`config.mk`:
```
export PLATFORM = sky130hd
export DESIGN_NAME = imem_loader
export DESIGN_NICKNAME = d
export VERILOG_FILES = /design/src/rtl/mips_pkg.sv /design/src/rtl/imem_loader.sv
export SDC_FILE = /design/constraint.sdc
export NUM_CORES = 1
export LEC_CHECK = 0
export BUFFER_PORTS_ARGS = -buffer_cell sky130_fd_sc_hd__buf_4
export CAP_MARGIN = 15
export CORE_MARGIN = 1.5
export CORE_UTILIZATION = 35
export DETAILED_ROUTE_END_ITERATION = 16
export PLACE_DENSITY_LB_ADDON = 0.05
export REMOVE_ABC_BUFFERS = 1
export SKIP_LAST_GASP = 1
export SYNTH_ARGS = -nofsm -noshare
export SYNTH_HDL_FRONTEND = slang
export SYNTH_SLANG_ARGS = --single-unit
```
`constraint.sdc`:
```
create_clock -name clock -period 4.3 [get_ports clock]
set_clock_uncertainty 0.2 [all_clocks]
set_input_delay 0.43 -clock clock [delete_from_list [all_inputs] [get_ports clock]]
set_output_delay 0.43 -clock clock [all_outputs]
set_load 0.03 [all_outputs]
```
`src/rtl/mips_pkg.sv`:
```
// Definitions shared by the instruction-memory loader and the CPU memory sizing.
package mips_pkg;

   localparam int          IMEM_WORDS  = 512;
   localparam logic [7:0]  LOADER_SYNC = 8'hA5;

   typedef enum logic [2:0] {
      IDLE,
      LEN_HI,
      LEN_LO,
      DATA_HI,
      DATA_LO,
      CHECK,
      DONE,
      ERROR
   } loader_state_t;

endpackage

```
`src/rtl/imem_loader.sv`:
```
// Boot loader: parses a framed byte stream into big-endian 16-bit words,
// writes them into instruction memory, and releases the CPU on a good checksum.
module imem_loader
   import mips_pkg::*;
#(
   parameter int ADDR_W    = 9,
   parameter int MAX_WORDS = IMEM_WORDS
) (
   input  logic              clock,
   input  logic              reset,
   input  logic              in_valid,
   input  logic [7:0]        in_data,
   output logic              in_ready,
   output logic              mem_we,
   output logic [ADDR_W-1:0] mem_addr,
   output logic [15:0]       mem_wdata,
   output logic [ADDR_W:0]   words_loaded,
   output logic              cpu_run,
   output logic              error
);

   loader_state_t     r_state, w_state_nxt;
   logic              r_in_ready;
   logic              r_mem_we;
   logic [ADDR_W-1:0] r_mem_addr;
   logic [15:0]       r_mem_wdata;
   logic [ADDR_W:0]   r_words;
   logic              r_cpu_run;
   logic              r_error;
   logic [7:0]        r_len_hi;
   logic [15:0]       r_count;
   logic [7:0]        r_hi;
   logic [7:0]        r_csum;

   logic              w_acc;
   logic [15:0]       w_len;
   logic [ADDR_W:0]   w_words_nxt;

   assign in_ready     = r_in_ready;
   assign mem_we       = r_mem_we;
   assign mem_addr     = r_mem_addr;
   assign mem_wdata    = r_mem_wdata;
   assign words_loaded = r_words;
   assign cpu_run      = r_cpu_run;
   assign error        = r_error;

   always_ff @(posedge clock or posedge reset) begin
      if (reset) r_state <= IDLE;
      else       r_state <= w_state_nxt;
   end

   always_comb begin
      w_acc       = in_valid && r_in_ready;
      w_len       = {r_len_hi, in_data};
      w_words_nxt = r_words + 1'b1;
      w_state_nxt = r_state;
      if (w_acc) begin
         case (r_state)
            IDLE:    if (in_data == LOADER_SYNC) w_state_nxt = LEN_HI;
            LEN_HI:  w_state_nxt = LEN_LO;
            LEN_LO: begin
               if (w_len > 16'(MAX_WORDS)) w_state_nxt = ERROR;
               else if (w_len == 16'd0)    w_state_nxt = CHECK;
               else                        w_state_nxt = DATA_HI;
            end
            DATA_HI: w_state_nxt = DATA_LO;
            DATA_LO: w_state_nxt = (16'(w_words_nxt) == r_count) ? CHECK : DATA_HI;
            CHECK:   w_state_nxt = (in_data == r_csum) ? DONE : ERROR;
            default: w_state_nxt = r_state;
         endcase
      end
   end

   // Status outputs are derived from the next state so they rise together with it.
   always_ff @(posedge clock or posedge reset) begin
      if (reset) begin
         r_in_ready  <= 1'b0;
         r_mem_we    <= 1'b0;
         r_mem_addr  <= '0;
         r_mem_wdata <= '0;
         r_words     <= '0;
         r_cpu_run   <= 1'b0;
         r_error     <= 1'b0;
         r_len_hi    <= '0;
         r_count     <= '0;
         r_hi        <= '0;
         r_csum      <= '0;
      end else begin
         r_in_ready <= !(w_state_nxt inside {DONE, ERROR});
         r_cpu_run  <= (w_state_nxt == DONE);
         r_error    <= (w_state_nxt == ERROR);
         r_mem_we   <= 1'b0;
         if (w_acc) begin
            case (r_state)
               LEN_HI: r_len_hi <= in_data;
               LEN_LO: begin
                  r_count <= w_len;
                  r_words <= '0;
                  r_csum  <= '0;
               end
               DATA_HI: begin
                  r_hi   <= in_data;
                  r_csum <= r_csum ^ in_data;
               end
               DATA_LO: begin
                  r_csum      <= r_csum ^ in_data;
                  r_mem_we    <= 1'b1;
                  r_mem_addr  <= r_words[ADDR_W-1:0];
                  r_mem_wdata <= {r_hi, in_data};
                  r_words     <= w_words_nxt;
               end
               default: ;
            endcase
         end
      end
   end

endmodule

```
Word-level counts from Yosys, hierarchy flattened
Cells that the tools add are included.

operators by class
  multiplexer cells = 11
  bitwise gates (word level) = 1
  order comparisons = 1
  add/subtract/negate cells = 1
  equal/unequal tests = 10
  reductions and logical operators = 14

operators with widths
  kind                   number
  $pmux 10 s2            1
  $pmux 3 s6             1
  $eq 10x16->1           1
  $gt 16x10->1 const B   1
  $logic_not 16->1       1
  $pmux 8 s2             1
  $mux 3                 5
  $eq 3x3->1 const B     4
  $reduce_and 2->1       6
  $add 10x1->10 const B  1
  $eq 8x8->1             1
  $eq 8x8->1 const B     1
  $xor 8x8->8            1
  $eq 3x2->1 const B     2
  $reduce_bool 2->1      3
  $eq 3x1->1 const B     1
  $logic_not 3->1        1
  $mux 1                 3
  $reduce_or 2->1        1
  $logic_and 1x1->1      1
  $logic_not 1->1        1

storage, ports and cells
  output and inout bits = 39
  logic and storage cells = 50
  register bits = 82
  input bits = 11

Longest topological paths before layout
Gate-level depths: netlist of the first run.

  depth after elaboration = 8
  depth in mapped cells = 8
  depth with buffers taken out = 6

Least setup slack after synthesis of the first run
Ideal clock, no wire load.

  path kind = reg-to-reg
  start point = register r_words[0] (netlist: words_loaded[0])
  end point = register r_state[2]
  path slack = 1.979 ns
  arrival time = 2.044 ns
  clock period less this slack = 2.321 ns
  data required time = 4.023 ns
  buffers on the path = 0
  stages on the path, launching flop included = 7
  library setup time = 0.077 ns
  cells stage by stage = dfrtp_1 -> ha_1 -> and3_1 -> and3_1 -> xnor2_1 -> or4_1 -> o21ai_1

between the ends
  word-level cells in the longest chain between the ends = 5

RTL lines
  element                   RTL line            text
  start: declaration        imem_loader.sv:27   logic [ADDR_W:0] r_words;
  start signal: assignment  imem_loader.sv:110  r_words <= w_words_nxt;
  $add 10x1->10             imem_loader.sv:55   w_words_nxt = r_words + 1'b1;
  $eq 10x16->1              imem_loader.sv:67   DATA_LO: w_state_nxt = (16'(w_words_nxt) == r_count) ? CHECK : DATA_HI;
  $mux 3                    imem_loader.sv:67
  $pmux 3 s6                imem_loader.sv:58   case (r_state)
  $mux 3                    imem_loader.sv:57   if (w_acc) begin
  via w_state_nxt[2]        imem_loader.sv:22   loader_state_t r_state, w_state_nxt;
  end signal: assignment    imem_loader.sv:49   else r_state <= w_state_nxt;
  end: declaration          imem_loader.sv:22

The timed path passes the listed nets, and every way through them passes these cells.
A chain may end at the register's enable or synchronous reset.

Final worst setup path of the first run
Same ends and word-level chain as after synthesis.

==> flow_metrics.py, run 1 <==
metrics = {
    "drt": {
        "drc": 0,
        "route.met2.wl_um": 3853,
        "firstDrtPassIters": 4,
        "wirelength_um": 8686,
        "avgRoutedWirePerCell_um": 15.59,
        "dr_total_vias": 2767,
        "dr_wl_met3_um": 290,
        "viasPerCell": 4.968,
        "drt-met1-wl_um": 4409,
        "drt_iter0_drc": 122,
        "topRoutingLayerUsed": "met4",
        "postRouteAntennaNets": 0,
    },
    "power": {
        "peakVddDrop_uv": 270.4,
        "leakage_nw": 2.187,
        "p_per_area_nw_per_um2": 477.1,
    },
    "timing": {
        "layout_min_cycle_time_ps": 2480,
        "timing.final.crit_share_pct": 57.68,
        "finalHoldViolations": 0,
        "worstMarginPinSlew_ps": 898.0,
        "setup_viol": 0,
        "max_freq_mhz": 403.2,
        "drv_slew": 0,
        "tns_ps": 0,
        "hold_ws_ps": 27.39,
        "rsz0062_at_grt": "false",
        "slew_headroom_pct": 39.91,
        "setup_slack_ps": 1820,
    },
    "finish": {
        "stdcell_area_um2": 4414,
        "areaGrowthSynthToFinish_pct": 17.09,
        "layout-drive-gt1-share_pct": 25.18,
        "diodes": 0,
        "fin_nets": 428,
        "layout_commonest_cell": "nand2_1",
        "layout_common_cells": "95 x nand2_1, 82 x dfrtp_1, 53 x buf_4",
        "n_fill_cell": 1059,
    },
    "logic_synthesis": {
        "synth_seq_area_share_pct": 54.43,
        "synth_top_area_share_pct": 54.43,
        "postSynthAreaPerCell_um2": 10.05,
        "yosysTopAreaCell": "dfrtp_1",
        "ys_types": 41,
        "ys_ff_latch": 82,
        "ys_top_cells_by_area": "dfrtp_1 54%, mux2_2 9.9%, nand2_1 9.5%",
        "yosysWarnings": 0,
        "synth_cells": 375,
        "syn_area_um2": 3770,
    },
    "clock_network": {
        "worstSkewPairLatency_ps": 360,
        "h-tree-depth": 3,
        "cts_resized": 0,
        "hold_buffers": 0,
        "cts_buffers": 9,
        "cts_tree": "yes",
        "cts-root-buf": "clkbuf_8",
        "clock_sinks": 82,
        "cts_setup_buffers": 0,
        "clk_path_buf_depth": 2,
        "clkTransAtPathRegs_ps": 90,
    },
    "worst_setup_path": {
        "cp-start-kind": "flip-flop",
        "crit_arrival_ps": 2560,
        "endpoint": "r_state[2]",
        "crit_required_ps": 4380,
        "r2r_cells": 6,
        "cp_max_fo": 9,
        "r2r_start": "words_loaded[0]",
        "r2r-end": "r_state[2]",
        "critPathKind": "reg -> reg",
        "regToRegSetupSlack_ps": 1820,
        "crit_start": "words_loaded[0]",
        "end_kind": "flip-flop",
    },
    "grt": {
        "grt_usage_pct": 16.55,
        "grt_pass1_vias": 2675,
        "grt_overflow_total": 0,
        "antenna_found_initial": 0,
        "grt_pass1_wl_um": 14460,
        "grt_max_degree": 49,
    },
    "place": {
        "post_dp_cell_area_um2": 4234,
        "placement.io_buffers": 49,
        "place.gp.congestion": 0.7954,
        "dp_hpwl_um": 5733,
        "place_ws_ps": 1849,
    },
    "status": {
        "outcome": "finished, final reports clean",
    },
    "run": {
        "drv_cap": 0,
    },
    "die": {
        "ioPinCount": 50,
        "die-area_um2": 11400,
        "die_x_um": 106.8,
        "fp-row-count": 37,
        "die_h_um": 106.8,
        "initial_utilization_pct": 36.35,
        "core-area_um2": 10370,
    },
    "hold_path": {
        "hp-class": "in -> async",
    },
}
worst max-delay path, cell delays in order (launching register included):
cell,delay (ps)
dfrtp_1,520
ha_1,350
and3_1,250
and3_1,240
xnor2_1,120
or4_1,560
o21ai_1,160
through the flow:
step	instances	util [%]	total power, W
2_1_floorplan	352	-	0.001390
3_3_place_gp	541	40.83	0.001590
3_5_place_dp	541	40.83	0.001597
4_1_cts	557	42.57	0.002137
5_1_grt	557	42.57	0.002243
6_report	557	42.57	0.002106
per-layer routing:
layer / global-route usage, % / up-vias
met3: 2.492 / 12
met2: 24.86 / 62
met4: 6.857 / 0
met5: 0 / -
met1: 23.84 / 1338
li1: - / 1355
layout make-up:
class                   count  area, µm²  area share (%)
inverters                   5      20.02          0.4535
clock inverters             7      56.30           1.276
multi-input cells         265       1594           36.11
well taps                 136      170.2           3.855
flip-flops and latches     82       2052           46.49
repair buffers             53      397.9           9.014
clock buffers               9      123.9           2.806
cell usage after synthesis (all sizes together):
| master | count |
|---|---|
| ha | 1 |
| nor2 | 21 |
| nand2 | 95 |
| o31ai | 4 |
| a22o | 1 |
| nand4 | 3 |
| xor2 | 13 |
| o22ai | 1 |
| nand2b | 2 |
| nor2b | 3 |
| o221ai | 1 |
| nand3 | 4 |
| and2 | 3 |
| mux2 | 33 |
| buf | 8 |
| dfrtp | 82 |
| xnor2 | 9 |
| nor4 | 6 |
| inv | 5 |
| a211o | 1 |
| o21a | 2 |
| o21ai | 31 |
| nor4bb | 1 |
| and3 | 3 |
| o211ai | 2 |
| nor3b | 2 |
| a41oi | 1 |
| clkbuf | 15 |
| and4 | 3 |
| or3 | 1 |
| a31o | 1 |
| o31a | 2 |
| a21oi | 5 |
| nor3 | 4 |
| or4 | 4 |
| a31oi | 2 |
report_power, final:
part | internal, W | switching, W
Combinational | 0.000228 | 0.000311
Clock | 0.000218 | 0.000314
Sequential | 0.000912 | 0.000124
cell families after synthesis:
group                      count (synthesis)  share of synthesized area, %
and+or+nand+nor                          155                         18.49
DFF                                       82                         54.43
AOI/OAI and AO/OA                         54                         8.497
muxes                                     33                         9.857
buffers and inverters                     28                         3.286
xor gates and xnor gates                  22                         5.111
adders and majority gates                  1                        0.3318
sequential cells by signal, indices dropped and copies added, names as in the netlist:
register	flops
r_len_hi	8
r_csum	8
in_ready	1
error	1
mem_addr	9
mem_we	1
r_count	16
r_hi	8
cpu_run	1
mem_wdata	16
words_loaded	10
r_state	3
worst min-delay path by stage:
| stage | startpoint | slack, ps | end | cells past startpoint |
|---|---|---|---|---|
| 6_report | reset | 30 | error | 2 |
| 5_1_grt | reset | 80 | mem_addr[6] | 2 |
| 2_1_floorplan | r_hi[2] | 230 | mem_wdata[10] | 2 |
| 3_3_place_gp | r_hi[4] | 250 | mem_wdata[12] | 2 |
| 3_5_place_dp | r_hi[0] | 260 | mem_wdata[8] | 2 |
| 4_1_cts | reset | 40 | mem_addr[6] | 2 |
Note: power is estimated with default switching activity, not from simulation.
==> run 2, diff against run 1 <==
==> constraint.sdc (replaced) <==
create_clock -name clock -period 2.3 [get_ports clock]
set_clock_uncertainty 0.2 [all_clocks]
set_input_delay 0.23 -clock clock [delete_from_list [all_inputs] [get_ports clock]]
set_output_delay 0.23 -clock clock [all_outputs]
set_load 0.03 [all_outputs]
==> run 2 against run 1 <==
Compared with the run above:
- global-route usage rose by 0.73 points
- cell area rose by 6.0%
- combinational power rose by 100%
- worst hold slack improved by 22 ps
- via count rose by 3.3%
- critical path depth rose by 1
==> flow_metrics.py, run 2 (same netlist as run 1, synthesis figures left out) <==
metrics = {
    "worst_setup_path": {
        "crit_arrival_ps": 2290,
        "crit_required_ps": 2340,
        "end_kind": "flip-flop",
        "r2r-end": "r_state[2]",
        "r2r_start": "r_len_hi[0]",
        "cp_max_fo": 9,
        "cp-start-kind": "input port",
        "r2r_cells": 5,
        "critPathKind": "in -> reg",
        "regToRegSetupSlack_ps": 130,
    },
    "timing": {
        "setup_slack_ps": 45.90,
        "finalHoldViolations": 0,
        "max_freq_mhz": 443.6,
        "setup_viol": 0,
        "layout_min_cycle_time_ps": 2254,
        "timing.final.crit_share_pct": 98.00,
        "slew_headroom_pct": 58.04,
        "rsz0062_at_grt": "true",
        "worstMarginPinSlew_ps": 627.0,
        "drv_slew": 0,
    },
    "clock_network": {
        "cts-root-buf": "clkbuf_8",
        "h-tree-depth": 3,
        "cts_tree": "yes",
        "worstSkewPairLatency_ps": 360,
        "clkTransAtPathRegs_ps": 90,
        "clock_sinks": 82,
        "clk_path_buf_depth": 2,
        "cts_buffers": 9,
        "cts_setup_buffers": 0,
    },
    "place": {
        "place.gp.congestion": 0.7839,
        "dp_cells": 562,
        "place_ws_ps": 94.42,
        "dp_hpwl_um": 6218,
        "placement.io_buffers": 49,
    },
    "drt": {
        "wirelength_um": 9046,
        "drt-met1-wl_um": 4457,
        "viasPerCell": 4.921,
        "dr_wl_met3_um": 286,
        "route.met2.wl_um": 4169,
        "drt_iter0_drc": 95,
        "topRoutingLayerUsed": "met4",
        "drc": 0,
        "postRouteAntennaNets": 0,
        "dr_total_vias": 2859,
        "firstDrtPassIters": 4,
        "avgRoutedWirePerCell_um": 15.57,
    },
    "hold_path": {
        "hp-class": "in -> reg",
        "hold_end": "mem_wdata[1]",
        "hp-start": "in_data[1]",
        "min_delay_path_depth": 4,
    },
    "grt": {
        "antenna_found_initial": 0,
        "grt_pass1_wl_um": 15150,
        "grt_usage_pct": 17.28,
        "grt_max_degree": 39,
        "grt_overflow_total": 0,
        "grt_pass1_vias": 2857,
    },
    "run": {
        "drv_cap": 0,
    },
    "status": {
        "outcome": "finished, final reports clean",
    },
    "finish": {
        "fin_nets": 452,
        "areaGrowthSynthToFinish_pct": 24.13,
        "layout-drive-gt1-share_pct": 28.76,
        "fin_cells": 581,
        "layout_common_cells": "95 x nand2_1, 82 x dfrtp_1, 71 x buf_4",
        "seq_area_um2": 2052,
        "layout_commonest_cell": "nand2_1",
        "diodes": 0,
        "n_fill_cell": 1032,
        "multi_input_area_um2": 1598,
    },
    "power": {
        "leakage_nw": 2.329,
        "peakVddDrop_uv": 516.2,
        "p_per_area_nw_per_um2": 897.0,
    },
    "die": {
        "ioPinCount": 50,
        "core-area_um2": 10370,
        "initial_utilization_pct": 36.35,
        "fp-row-count": 37,
        "die-area_um2": 11400,
        "die_x_um": 106.8,
        "die_h_um": 106.8,
    },
}
run 2: cell count changes in the layout (fill, tap and decap cells not counted), sizes merged:
cell         before  now
buf              53   74
bufinv            0    2
clkinv            3    2
clkinvlp          1    2
dlygate4sd3       0    3
inv               8    6
run 2: final cells by class:
class | count | share of cell area, %
flip-flops and latches | 82 | 43.85
multi-input cells | 265 | 34.14
repair buffers | 77 | 13.13
well taps | 136 | 3.636
clock buffers | 9 | 2.647
clock inverters | 7 | 2.166
inverters | 5 | 0.4278
run 2: through the flow:
stage	total power, W	area (µm²)	hold slack, ps	util [%]	TNS, ps
final	0.004197	4679	49.63	45.13	0
after CTS	0.004248	4672	42.47	45.05	0
after global placement	0.003022	4417	84.90	42.59	0
after global routing	0.004434	4679	74.15	45.13	-42.94
after floorplan	0.002599	3665	135.4	-	-28250
after detailed placement	0.003033	4417	79.36	42.59	0
run 2: critical path: stages:
cell and delay (ps):
dlygate4sd3_1 550, buf_6 150, or4_4 430, o31a_1 270, or4_1 390, a31oi_1 180
o21ai_1 90
run 2: worst max-delay path by stage:
stage               slack, ps         endpoint  cells after the start        from
finish                     50       r_state[2]                      7  in_data[5]
global route              -40       r_state[2]                      7  in_data[5]
CTS                         9       r_state[2]                      7  in_data[5]
detailed placement         90       r_state[2]                      6  in_data[1]
global placement           90       r_state[2]                      6  in_data[1]
floorplan                -580  words_loaded[4]                      6    in_ready
run 2: power breakdown:
part	total (W)	switching, W	leakage, nW	internal [W]
registers	0.00192	0.000211	1.10	0.00170
logic	0.00109	0.000621	1.12	0.000468
clock network	0.00119	0.000572	0.106	0.000621
total	0.00420	0.00140	2.33	0.00279
run 2: timing repair:
action / CTS / global route
gates resized for setup: 0 / 2
hold buffers: 3 / 0
endpoints found under the hold margin: 28 / 0
endpoints found under the setup margin: 0 / 1
run 2: metal layers:
layer | GRT usage (%) | vias up
met2 | 27.15 | 56
met1 | 23.95 | 1387
met4 | 6.476 | 0
met5 | 0 | -
met3 | 2.857 | 12
li1 | - | 1404
==> run 3, diff against run 2 <==
--- a/config.mk
+++ b/config.mk
@@ -5,6 +5,7 @@
 export SDC_FILE = /design/constraint.sdc
 export NUM_CORES = 1
 export LEC_CHECK = 0
+export ABC_AREA = 1
 export BUFFER_PORTS_ARGS = -buffer_cell sky130_fd_sc_hd__buf_4
 export CAP_MARGIN = 15
 export CORE_MARGIN = 1.5
==> run 3 against run 2 <==
Compared with the run above:
- sequential share of layout area rose by 0.90 points
- global-route usage grew 0.51 points
- via count grew 10%
- utilization is 0.88 points lower
- first-iteration DRC count rose by 25%
- maximum frequency is 9.5% higher
- critical path depth is 7 higher
- largest cell class unchanged
==> flow_metrics.py, run 3 <==
metrics = {
    "logic_synthesis": {
        "synth_most_common_cell": "nand2_1",
        "ys_top_cells_by_area": "dfrtp_1 55%, nand2_1 15%, o21ai_0 6.9%",
        "synthArstFlopShare_pct": 100.0,
        "syn_area_um2": 3754,
        "yosysWarnings": 0,
        "ys.flop_type": "dfrtp_1",
        "yosysTopAreaCell": "dfrtp_1",
        "synth_cells": 455,
        "ys_ff_latch": 82,
        "synth_edf_count": 0,
        "ys_types": 25,
        "synth_seq_area_share_pct": 54.67,
        "synth_common_cells": "149 x nand2_1, 82 x dfrtp_1, 52 x o21ai_0",
        "synth_top_area_share_pct": 54.67,
        "postSynthAreaPerCell_um2": 8.250,
    },
    "worst_setup_path": {
        "cp-start-kind": "flip-flop",
        "crit_required_ps": 2350,
        "crit_arrival_ps": 2110,
        "cp_max_fo": 7,
        "critPathKind": "reg -> reg",
        "end_kind": "flip-flop",
    },
    "drt": {
        "firstDrtPassIters": 5,
        "viasPerCell": 4.785,
        "postRouteAntennaNets": 0,
        "drc": 0,
        "dr_total_vias": 3158,
        "wirelength_um": 9133,
        "avgRoutedWirePerCell_um": 13.84,
        "drt_iter0_drc": 119,
    },
    "power": {
        "comb_power_share_pct": 3.5,
        "p_per_area_nw_per_um2": 559.9,
        "p_int_w": 0.001976,
        "p_switching_w": 0.0005930,
        "pwr-share-seq_pct": 56.1,
        "peakVddDrop_uv": 237.6,
        "p_clk_share_pct": 40.4,
        "swShare_pct": 23.09,
        "leakage_nw": 2.362,
    },
    "finish": {
        "n_fill_cell": 1060,
        "multi_input_area_um2": 1473,
        "layout_commonest_cell": "nand2_1",
        "layout-drive-gt1-share_pct": 17.75,
        "diodes": 0,
        "seq_area_um2": 2053,
        "layout_common_cells": "149 x nand2_1, 81 x dfrtp_1, 59 x buf_4",
        "utilization_pct": 44.24,
        "fin_nets": 531,
        "areaGrowthSynthToFinish_pct": 22.23,
        "fin_cells": 660,
    },
    "timing": {
        "drv_slew": 0,
        "setup_slack_ps": 241.2,
        "slew_headroom_pct": 63.03,
        "setup_viol": 0,
        "hold_ws_ps": 75.87,
        "finalHoldViolations": 0,
        "timing.final.crit_share_pct": 89.51,
        "rsz0062_at_grt": "false",
        "max_freq_mhz": 485.7,
        "worstMarginPinSlew_ps": 553.0,
        "layout_min_cycle_time_ps": 2059,
    },
    "clock_network": {
        "cts-root-buf": "clkbuf_8",
        "cts_tree": "yes",
        "clk_path_buf_depth": 2,
        "cts_setup_buffers": 0,
        "worstSkewPairLatency_ps": 350,
        "clkTransAtPathRegs_ps": 80,
        "h-tree-depth": 3,
        "clock_sinks": 82,
        "cts_buffers": 9,
    },
    "grt": {
        "grt_pass1_vias": 3106,
        "antenna_found_initial": 0,
        "grt_overflow_total": 0,
        "grt_usage_pct": 17.79,
        "grt_max_degree": 49,
        "grt_pass1_wl_um": 15580,
    },
    "die": {
        "core-area_um2": 10370,
        "ioPinCount": 50,
        "die_x_um": 106.6,
        "die-area_um2": 11360,
        "die_h_um": 106.6,
        "initial_utilization_pct": 36.20,
        "fp-row-count": 37,
    },
    "status": {
        "outcome": "finished, final reports clean",
    },
    "run": {
        "drv_cap": 0,
    },
    "place": {
        "dp_cells": 638,
        "place.gp.congestion": 0.8585,
        "dp_hpwl_um": 6367,
        "place_ws_ps": 190.7,
        "placement.io_buffers": 49,
    },
    "hold_path": {
        "hp-class": "in -> reg",
    },
}
## run 3: changes by cell type after synthesis, sizes merged, moves of 7 or more
cell   previous run  this run
o21ai            31        53
nand4             3        10
nand2            95       153
xor2             13         4
inv               5        48
mux2             33         0
nand3             4        41
## run 3: kinds of logic after synthesis
family          after synthesis  synth area share (%)
compound gates               61                 8.600
xor+xnor                      8                 1.866
fa+ha+maj                     1                0.3333
buf+inv                      61                 6.233
flops                        82                 54.67
simple gates                242                 28.30
## run 3: worst paths after layout
kind	cells after the start	slack [ps]	endpoint	startpoint
max in group asynchronous	4	1120	r_count[15]	reset
setup / recovery	14	240	cpu_run	words_loaded[0]
hold reg to reg	2	270	mem_wdata[15]	mem_wdata[15]
hold / removal	3	80	mem_wdata[2]	in_data[2]
min in group asynchronous	3	180	words_loaded[5]	reset
setup reg to reg	14	240	cpu_run	words_loaded[0]
## run 3: power by group through the flow
stage                     combinational (W)  sequential (W)  clock (W)
after floorplan                   0.0000376         0.00147          0
after global placement            0.0000860         0.00147          0
after detailed placement          0.0000859         0.00147          0
after CTS                         0.0000942         0.00144    0.00109
after global routing               0.000103         0.00144    0.00114
final                             0.0000904         0.00144    0.00104
## run 3: metal layers
metal  global-route usage [%]  part of all wire, %  up-vias
li1                         -                    -     1587
met1                    23.53                   49     1513
met2                    28.89                   47       52
met3                    2.330                  2.9        6
met4                    8.286                 0.85        0
met5                        0                    0        -
## run 3: cell type report
class | instances | share of cell area (%)
Tap cell | 136 | 3.709
Sequential cell | 82 | 44.75
Multi-Input combinational cell | 312 | 32.10
Clock inverter | 4 | 1.145
Clock buffer | 12 | 2.945
Timing Repair Buffer | 66 | 11.40
Inverter | 48 | 3.954
## run 3: stage by stage
| step | cell area, µm² | TNS [ps] | power (W) |
|---|---|---|---|
| 6_report | 4588 | 0 | 0.002569 |
| 2_1_floorplan | 3700 | -19550 | 0.001507 |
| 3_5_place_dp | 4334 | 0 | 0.001555 |
| 3_3_place_gp | 4334 | 0 | 0.001555 |
| 5_1_grt | 4588 | 0 | 0.002685 |
| 4_1_cts | 4582 | 0 | 0.002626 |
## run 3: timing repair
item                                    4_1_cts  5_1_grt
hold endpoints to repair                     66        0
endpoints found under the setup margin        0        3
hold buffers                                  6        0
resized for setup                             0        3
## run 3: worst max-delay path, cell delays in order (launching register included)
cell and delay (ps):
dfrtp_2 450, ha_2 320, inv_1 60, nand2_1 60, nand2_1 50, nor2_1 80
nand2_1 60, nor2_1 80, nand3_1 90, nor2_2 110, nand3_2 140, nand2_2 100
nand2_1 60, nand3_1 70, nor2_1 40
